## config.mk

```make
export PLATFORM = sky130hd
export DESIGN_NAME = chunked_subtractor
export DESIGN_NICKNAME = d
export VERILOG_FILES = /design/src/rtl/chunked_subtractor.sv
export SDC_FILE = /design/constraint.sdc
export NUM_CORES = 1
export LEC_CHECK = 0
export CELL_PAD_IN_SITES_DETAIL_PLACEMENT = 1
export CELL_PAD_IN_SITES_GLOBAL_PLACEMENT = 2
export CORE_AREA = 5 5 139 141
export CTS_CLUSTER_SIZE = 28
export DETAILED_ROUTE_END_ITERATION = 12
export DIE_AREA = 0 0 144 146
export GPL_ROUTABILITY_DRIVEN = 0
export PLACE_DENSITY_LB_ADDON = 0.05
export SKIP_LAST_GASP = 1
export SLEW_MARGIN = 30
export SYNTH_ARGS = -nofsm -noshare
export SYNTH_HDL_FRONTEND = slang
export SYNTH_SLANG_ARGS = --single-unit
```

## constraint.sdc

```tcl
create_clock -name clk -period 2.8 [get_ports clk]
set_input_delay 0.56 -clock clk [delete_from_list [all_inputs] [get_ports clk]]
set_output_delay 0.56 -clock clk [all_outputs]
set_load 0.05 [all_outputs]
```

## src/rtl/chunked_subtractor.sv

```systemverilog
// chunked_subtractor: multi-cycle unsigned subtractor, diff = a - b - bin.
// Each RUN cycle subtracts one CHUNK-wide slice, LSB slice first, and carries
// a registered borrow into the next slice. N = Width/CHUNK cycles per op.
// Optional build macro: SUB_SAT_EN clamps diff to 0 when the final borrow is 1.
module chunked_subtractor #(
    parameter int unsigned Width = 32,
    parameter int unsigned CHUNK = 8
) (
    input  logic             clk,
    input  logic             rst,
    input  logic             start,
    input  logic [Width-1:0] a,
    input  logic [Width-1:0] b,
    input  logic             bin,
    output logic             busy,
    output logic             done,
    output logic [Width-1:0] diff,
    output logic             bout
);

    localparam int unsigned N  = Width / CHUNK;
    localparam int unsigned CW = $clog2(N) + 1;

    typedef enum logic [1:0] {
        IDLE = 2'd0,
        RUN  = 2'd1,
        DONE = 2'd2
    } state_t;

    state_t state;
    state_t state_next;

    // Latched operands shift right one slice per cycle, so the live slice is
    // always in the low CHUNK bits; the result fills in from the top.
    logic [Width-1:0] a_sh;
    logic [Width-1:0] b_sh;
    logic [Width-1:0] res_q;
    logic             br_q;
    logic [CW-1:0]    cnt;

    logic [CHUNK:0]   chunk_sub_c;
    logic [Width-1:0] res_full_c;
    logic             last_c;

    // State register
    always_ff @(posedge clk) begin
        if (rst) begin
            state <= IDLE;
        end else begin
            state <= state_next;
        end
    end

    // Next-state decode and the single CHUNK-wide subtract stage
    always_comb begin
        state_next  = state;
        last_c      = (cnt == CW'(N - 1));
        chunk_sub_c = {1'b0, a_sh[CHUNK-1:0]} - {1'b0, b_sh[CHUNK-1:0]}
                      - (CHUNK+1)'(br_q);
        res_full_c  = (res_q >> CHUNK)
                      | (Width'(chunk_sub_c[CHUNK-1:0]) << (Width - CHUNK));
        case (state)
            IDLE: begin
                if (start) begin
                    state_next = RUN;
                end
            end
            RUN: begin
                if (last_c) begin
                    state_next = DONE;
                end
            end
            DONE: begin
                state_next = IDLE;
            end
            default: begin
                state_next = IDLE;
            end
        endcase
    end

    // Operand latch, per-slice accumulation and final result load
    always_ff @(posedge clk) begin
        if (rst) begin
            a_sh  <= '0;
            b_sh  <= '0;
            res_q <= '0;
            br_q  <= 1'b0;
            cnt   <= '0;
            diff  <= '0;
            bout  <= 1'b0;
        end else begin
            case (state)
                IDLE: begin
                    if (start) begin
                        a_sh  <= a;
                        b_sh  <= b;
                        br_q  <= bin;
                        res_q <= '0;
                        cnt   <= '0;
                    end
                end
                RUN: begin
                    a_sh  <= a_sh >> CHUNK;
                    b_sh  <= b_sh >> CHUNK;
                    br_q  <= chunk_sub_c[CHUNK];
                    res_q <= res_full_c;
                    cnt   <= cnt + CW'(1);
                    if (last_c) begin
                        bout <= chunk_sub_c[CHUNK];
`ifdef SUB_SAT_EN
                        // Unsigned floor: a negative result clamps to zero.
                        diff <= chunk_sub_c[CHUNK] ? '0 : res_full_c;
`else
                        diff <= res_full_c;
`endif
                    end
                end
                default: begin
                end
            endcase
        end
    end

    // Registered handshake outputs, aligned with the state they describe
    always_ff @(posedge clk) begin
        if (rst) begin
            busy <= 1'b0;
            done <= 1'b0;
        end else begin
            busy <= (state_next == RUN);
            done <= (state_next == DONE);
        end
    end

endmodule

```

# Word-level counts from Yosys, hierarchy flattened
# Cells that the tools add are included.
dict set report totals {
  regBits 137
  latch_bits 0
  ramBits 0
  romBits 0
  inputBits 68
  output_inout_bits 35
  wordCells 36
  memories 0
}
dict set report op_classes {
  add_sub_neg 3
  multipliers 0
  n_div 0
  magnitude_cmp 0
  eq_ne 5
  shift 0
  mux 13
  bitwise 1
  n_reduce_logical 4
}
# op n
set op_table {}
lappend op_table {{32-bit case mux with 2 select lines} 3}
lappend op_table {{32-bit 2-to-1 mux} 3}
lappend op_table {{24-bit by 32-bit OR with 32-bit output} 1}
lappend op_table {{8-bit by 8-bit subtractor with 9-bit output} 1}
lappend op_table {{9-bit by 1-bit subtractor with 9-bit output} 1}
lappend op_table {{3-bit case mux with 2 select lines} 1}
lappend op_table {{2-bit by 1-bit equality test with 1-bit output (second input constant)} 2}
lappend op_table {{2-bit 2-to-1 mux} 2}
lappend op_table {{2-bit case mux with 2 select lines} 1}
lappend op_table {{2-bit AND reduction} 2}
lappend op_table {{3-bit by 1-bit adder with 3-bit output (second input constant)} 1}
lappend op_table {{3-bit by 2-bit equality test with 1-bit output (second input constant)} 1}
lappend op_table {{3-bit 2-to-1 mux} 1}
lappend op_table {{2-bit equality test (second input constant)} 1}
lappend op_table {{2-bit zero test} 1}
lappend op_table {{2-bit != test (second input constant)} 1}
lappend op_table {{1-bit case mux with 2 select lines} 1}
lappend op_table {{2-bit nonzero test} 1}
lappend op_table {{1-bit 2-to-1 mux} 1}

# Logic depth before layout (Yosys ltp)
dict set report depth {
  ltp_word 4
  mapped_depth 9
  depth_no_buf 9
}

# Least setup slack after synthesis
# Ideal clock, no wire load.
dict set report synth_path {
  kind {register to register}
  start {register b_sh[0]}
  end {register bout}
  setup_time_ns 0.087
  arrival_time_ns 2.044
  t_required_ns 2.713
  setup_slack_ns 0.669
  stages_incl_launch_ff 10
  n_path_buf 0
  synth_period_minus_slack_ns 2.131
  path_cell_list {dfxtp_1 > inv_1 > fa_1 > inv_1 > fa_1 > and3b_1 > o21a_1 > and3_1 > or3_1 > o31ai_1}
}
dict set report synth_between {
  elab_chain_len 2
}
# item line_no
set synth_lines {}
lappend synth_lines {{start, declared} 36} ;# logic [Width-1:0] b_sh;
lappend synth_lines {{start signal, assigned} 105} ;# b_sh <= b_sh >> CHUNK;
lappend synth_lines {{8-bit by 8-bit subtractor with 9-bit output} 58} ;# chunk_sub_c = {1'b0, a_sh[CHUNK-1:0]} - {1'b0, b_sh[CHUNK-1:0]}
lappend synth_lines {{9-bit by 1-bit subtractor with 9-bit output} 59} ;# - (CHUNK+1)'(br_q);
lappend synth_lines {{end signal, assigned} 110} ;# bout <= chunk_sub_c[CHUNK];
lappend synth_lines {{end, declared} 18} ;# output logic bout
# Every way passes these cells.
# A chain may end at the register's enable or synchronous reset.

# Worst setup path after layout
dict set report layout_path {
  start {register a_sh[0]}
  end {register br_q}
}
dict set report layout_between {
  elab_chain_len 3
}
# item line_no
set layout_lines {}
lappend layout_lines {{start, declared} 35} ;# logic [Width-1:0] a_sh;
lappend layout_lines {{start signal, assigned} 104} ;# a_sh <= a_sh >> CHUNK;
lappend layout_lines {{8-bit by 8-bit subtractor with 9-bit output} 58}
lappend layout_lines {{9-bit by 1-bit subtractor with 9-bit output} 59}
lappend layout_lines {{1-bit case mux with 2 select lines} 93} ;# case (state)
lappend layout_lines {{end signal, assigned} 98} ;# br_q <= bin;
lappend layout_lines {{end signal, assigned} 106} ;# br_q <= chunk_sub_c[CHUNK];
lappend layout_lines {{end, declared} 38} ;# logic br_q;
# Every way passes these cells.

==> impl_metrics.json <==
{
  "htreeDepth": 4,
  "fin_cells": 963,
  "setup.worst_path.class": "reg2reg",
  "cts_buffer_depth": 2,
  "final_nets": 807,
  "finalCritPeriodShare_pct": 84.3,
  "cts_hold_buf": 0,
  "yosysUniqueCellTypes": 39,
  "place_ws_ps": 422,
  "reg2reg_to": "br_q$_SDFFE_PP0P_",
  "tritoncts": "done",
  "required_ps": 3120,
  "rr_worst_depth": 8,
  "power_uw": 5120,
  "synth-seq-cells": 129,
  "post_cts_buffers": 0,
  "netlist_area_um2": 5290,
  "wl_mm": 15.6,
  "worstPathArrival_ps": 2680,
  "area_delta_synth_final_pct": 36.1,
  "gr-usage-all-layers_pct": 15.5,
  "fp-row-count": 49,
  "grt_pass1_vias": 5212,
  "critPathCapture": "br_q$_SDFFE_PP0P_",
  "yosys_most_used_dff": "dfxtp_1",
  "peakVddDrop_mv": 0.462,
  "grt_start_max_net_pins": 49,
  "hold_depth": 2,
  "antenna_cells": 0,
  "cts-root-buf": "clkbuf_16",
  "fin_ws_ps": 441,
  "io_buffers": 102,
  "layout_common_cells": "129 x nand2_1, 129 x dfxtp_1, 101 x clkdlybuf4s50_1",
  "avgSynthCellArea_um2": 8.34,
  "min_period_ps": 2360,
  "start_util_pct": 29.6,
  "start_kind": "flip-flop",
  "yosys_warnings": 0,
  "cts_buffers": 17,
  "place_inst": 931,
  "leakagePower_uw": 0.00272,
  "chipWidth_um": 144,
  "synth_edf_count": 0,
  "antenna_found_initial": 0,
  "die_area_um2": 21000,
  "rr_startpoint": "a_sh[0]$_SDFFE_PP0P_",
  "syn_inst": 634,
  "power_density_nw_per_um2": 711,
  "slew_viol_final": 0,
  "crit_start": "a_sh[0]$_SDFFE_PP0P_",
  "critPathMaxFanout": 3,
  "fin_area_um2": 7200,
  "maxCapViolations": 0,
  "num_io_pins": 103,
  "die_h_um": 146,
  "cp-end-kind": "flip-flop",
  "drive_above_1_share_pct": 7.63,
  "slew_headroom_pct": 58.6,
  "hold_path_class": "reg2reg",
  "rrSetupSlack_ps": 440,
  "grt_pass1_wl_mm": 26.1,
  "setup_viol": 0,
  "setup_tns_ps": 0,
  "rsz0062_at_grt": "false",
  "viasPerCell": 4.86,
  "dpl.hpwl_mm": 11.2,
  "cts_resized": 0,
  "placed_area_um2": 6550,
  "dr_total_vias": 4682,
  "status": "complete, no violations",
  "worstMarginPinSlew_ps": 619,
  "clkLatencyLatePin_ps": 420,
  "ys_seq_area_share_pct": 48.8,
  "grt_overflow": 0,
  "coreArea_um2": 17800,
  "drc": 0,
  "drt_iter0_markers": 184,
  "cts.clk_slew.worst_paths_ps": 50,
  "final_hold_viol_count": 0,
  "cts_sinks": 129,
  "synthArstFlopShare_pct": 0,
  "antenna_left": 0,
  "fin_skew_ps": 7.77,
  "max_freq_mhz": 424,
  "routedWlPerCell_um": 16.2,
  "first_pass_iters": 4,
  "synth_fp_nets": 720
}
==> Yosys cell counts (10+ instances only) <==
library cell	number	share of area, %
a21oi_1	49	4.6
a22oi_1	38	5.4
a311oi_1	32	5.3
buf_2	10	0.95
clkbuf_1	35	2.5
dfxtp_1	129	49
ha_1	16	3.8
inv_1	34	2.4
nand2_1	129	9.2
nor2_1	91	6.5
==> final cells by class <==
type                            count  area [um2]
Clock buffer                       22         464
Clock inverter                     10         181
Fill cell                        2074       10600
Inverter                           36         135
Multi-Input combinational cell    422        2410
Sequential cell                   129        2580
Tap cell                          229         287
Timing Repair Buffer              115        1140
==> stage by stage <==
stage          utilization (%)  hold slack (ps)
3_5_place_dp              36.7              450
2_1_floorplan                -              432
6_report                  40.3              456
4_1_cts                   40.3              457
3_3_place_gp              36.7              444
5_1_grt                   40.3              480
==> per-layer routing <==
metal / wire (um) / vias up / share of wire, % / track usage [%]
met4: 166 / 0 / 1.1 / 4.71
met1: 6890 / 2225 / 44 / 18.2
li1: - / 2373 / - / -
met3: 568 / 12 / 3.6 / 4.07
met5: 0 / - / 0 / 0
met2: 7970 / 72 / 51 / 27.5
==> flip-flops by register name, summed over array words and instances (netlist names) <==
| register | flops |
|---|---|
| res_q | 24 |
| b_sh | 32 |
| a_sh | 32 |
| cnt | 3 |
| busy | 1 |
| br_q | 1 |
| diff | 32 |
| bout | 1 |
| done | 1 |
| state | 2 |
==> critical path: stages (launching register included) <==
cell     delay (ps)
dfxtp_1         370
fa_1            220
inv_1            60
fa_1            430
and3b_1         210
o21a_1          220
and3_1          170
or3_1           370
o31ai_1         230
==> worst min path at each step <==
stage,from,endpoint
final,diff[22]$_SDFFE_PP0P_,diff[22]$_SDFFE_PP0P_
after global routing,diff[8]$_SDFFE_PP0P_,diff[8]$_SDFFE_PP0P_
after CTS,diff[18]$_SDFFE_PP0P_,diff[18]$_SDFFE_PP0P_
after detailed placement,diff[18]$_SDFFE_PP0P_,diff[18]$_SDFFE_PP0P_
after global placement,diff[11]$_SDFFE_PP0P_,diff[11]$_SDFFE_PP0P_
after floorplan,res_q[8]$_SDFFE_PP0P_,diff[0]$_SDFFE_PP0P_
==> where the power goes <==
group          switching [uW]  internal, uW
logic                     383           305
registers                64.2          1940
clock network             808          1620
==> logic make-up after synthesis <==
family,synth area share (%)
buffers and inverters,6.13
DFF,48.8
xor gates and xnor gates,0.828
AOI/OAI and AO/OA,21.6
and+or+nand+nor,18.1
adders and majority gates,4.54
Note: power is estimated with default switching activity, not from simulation.
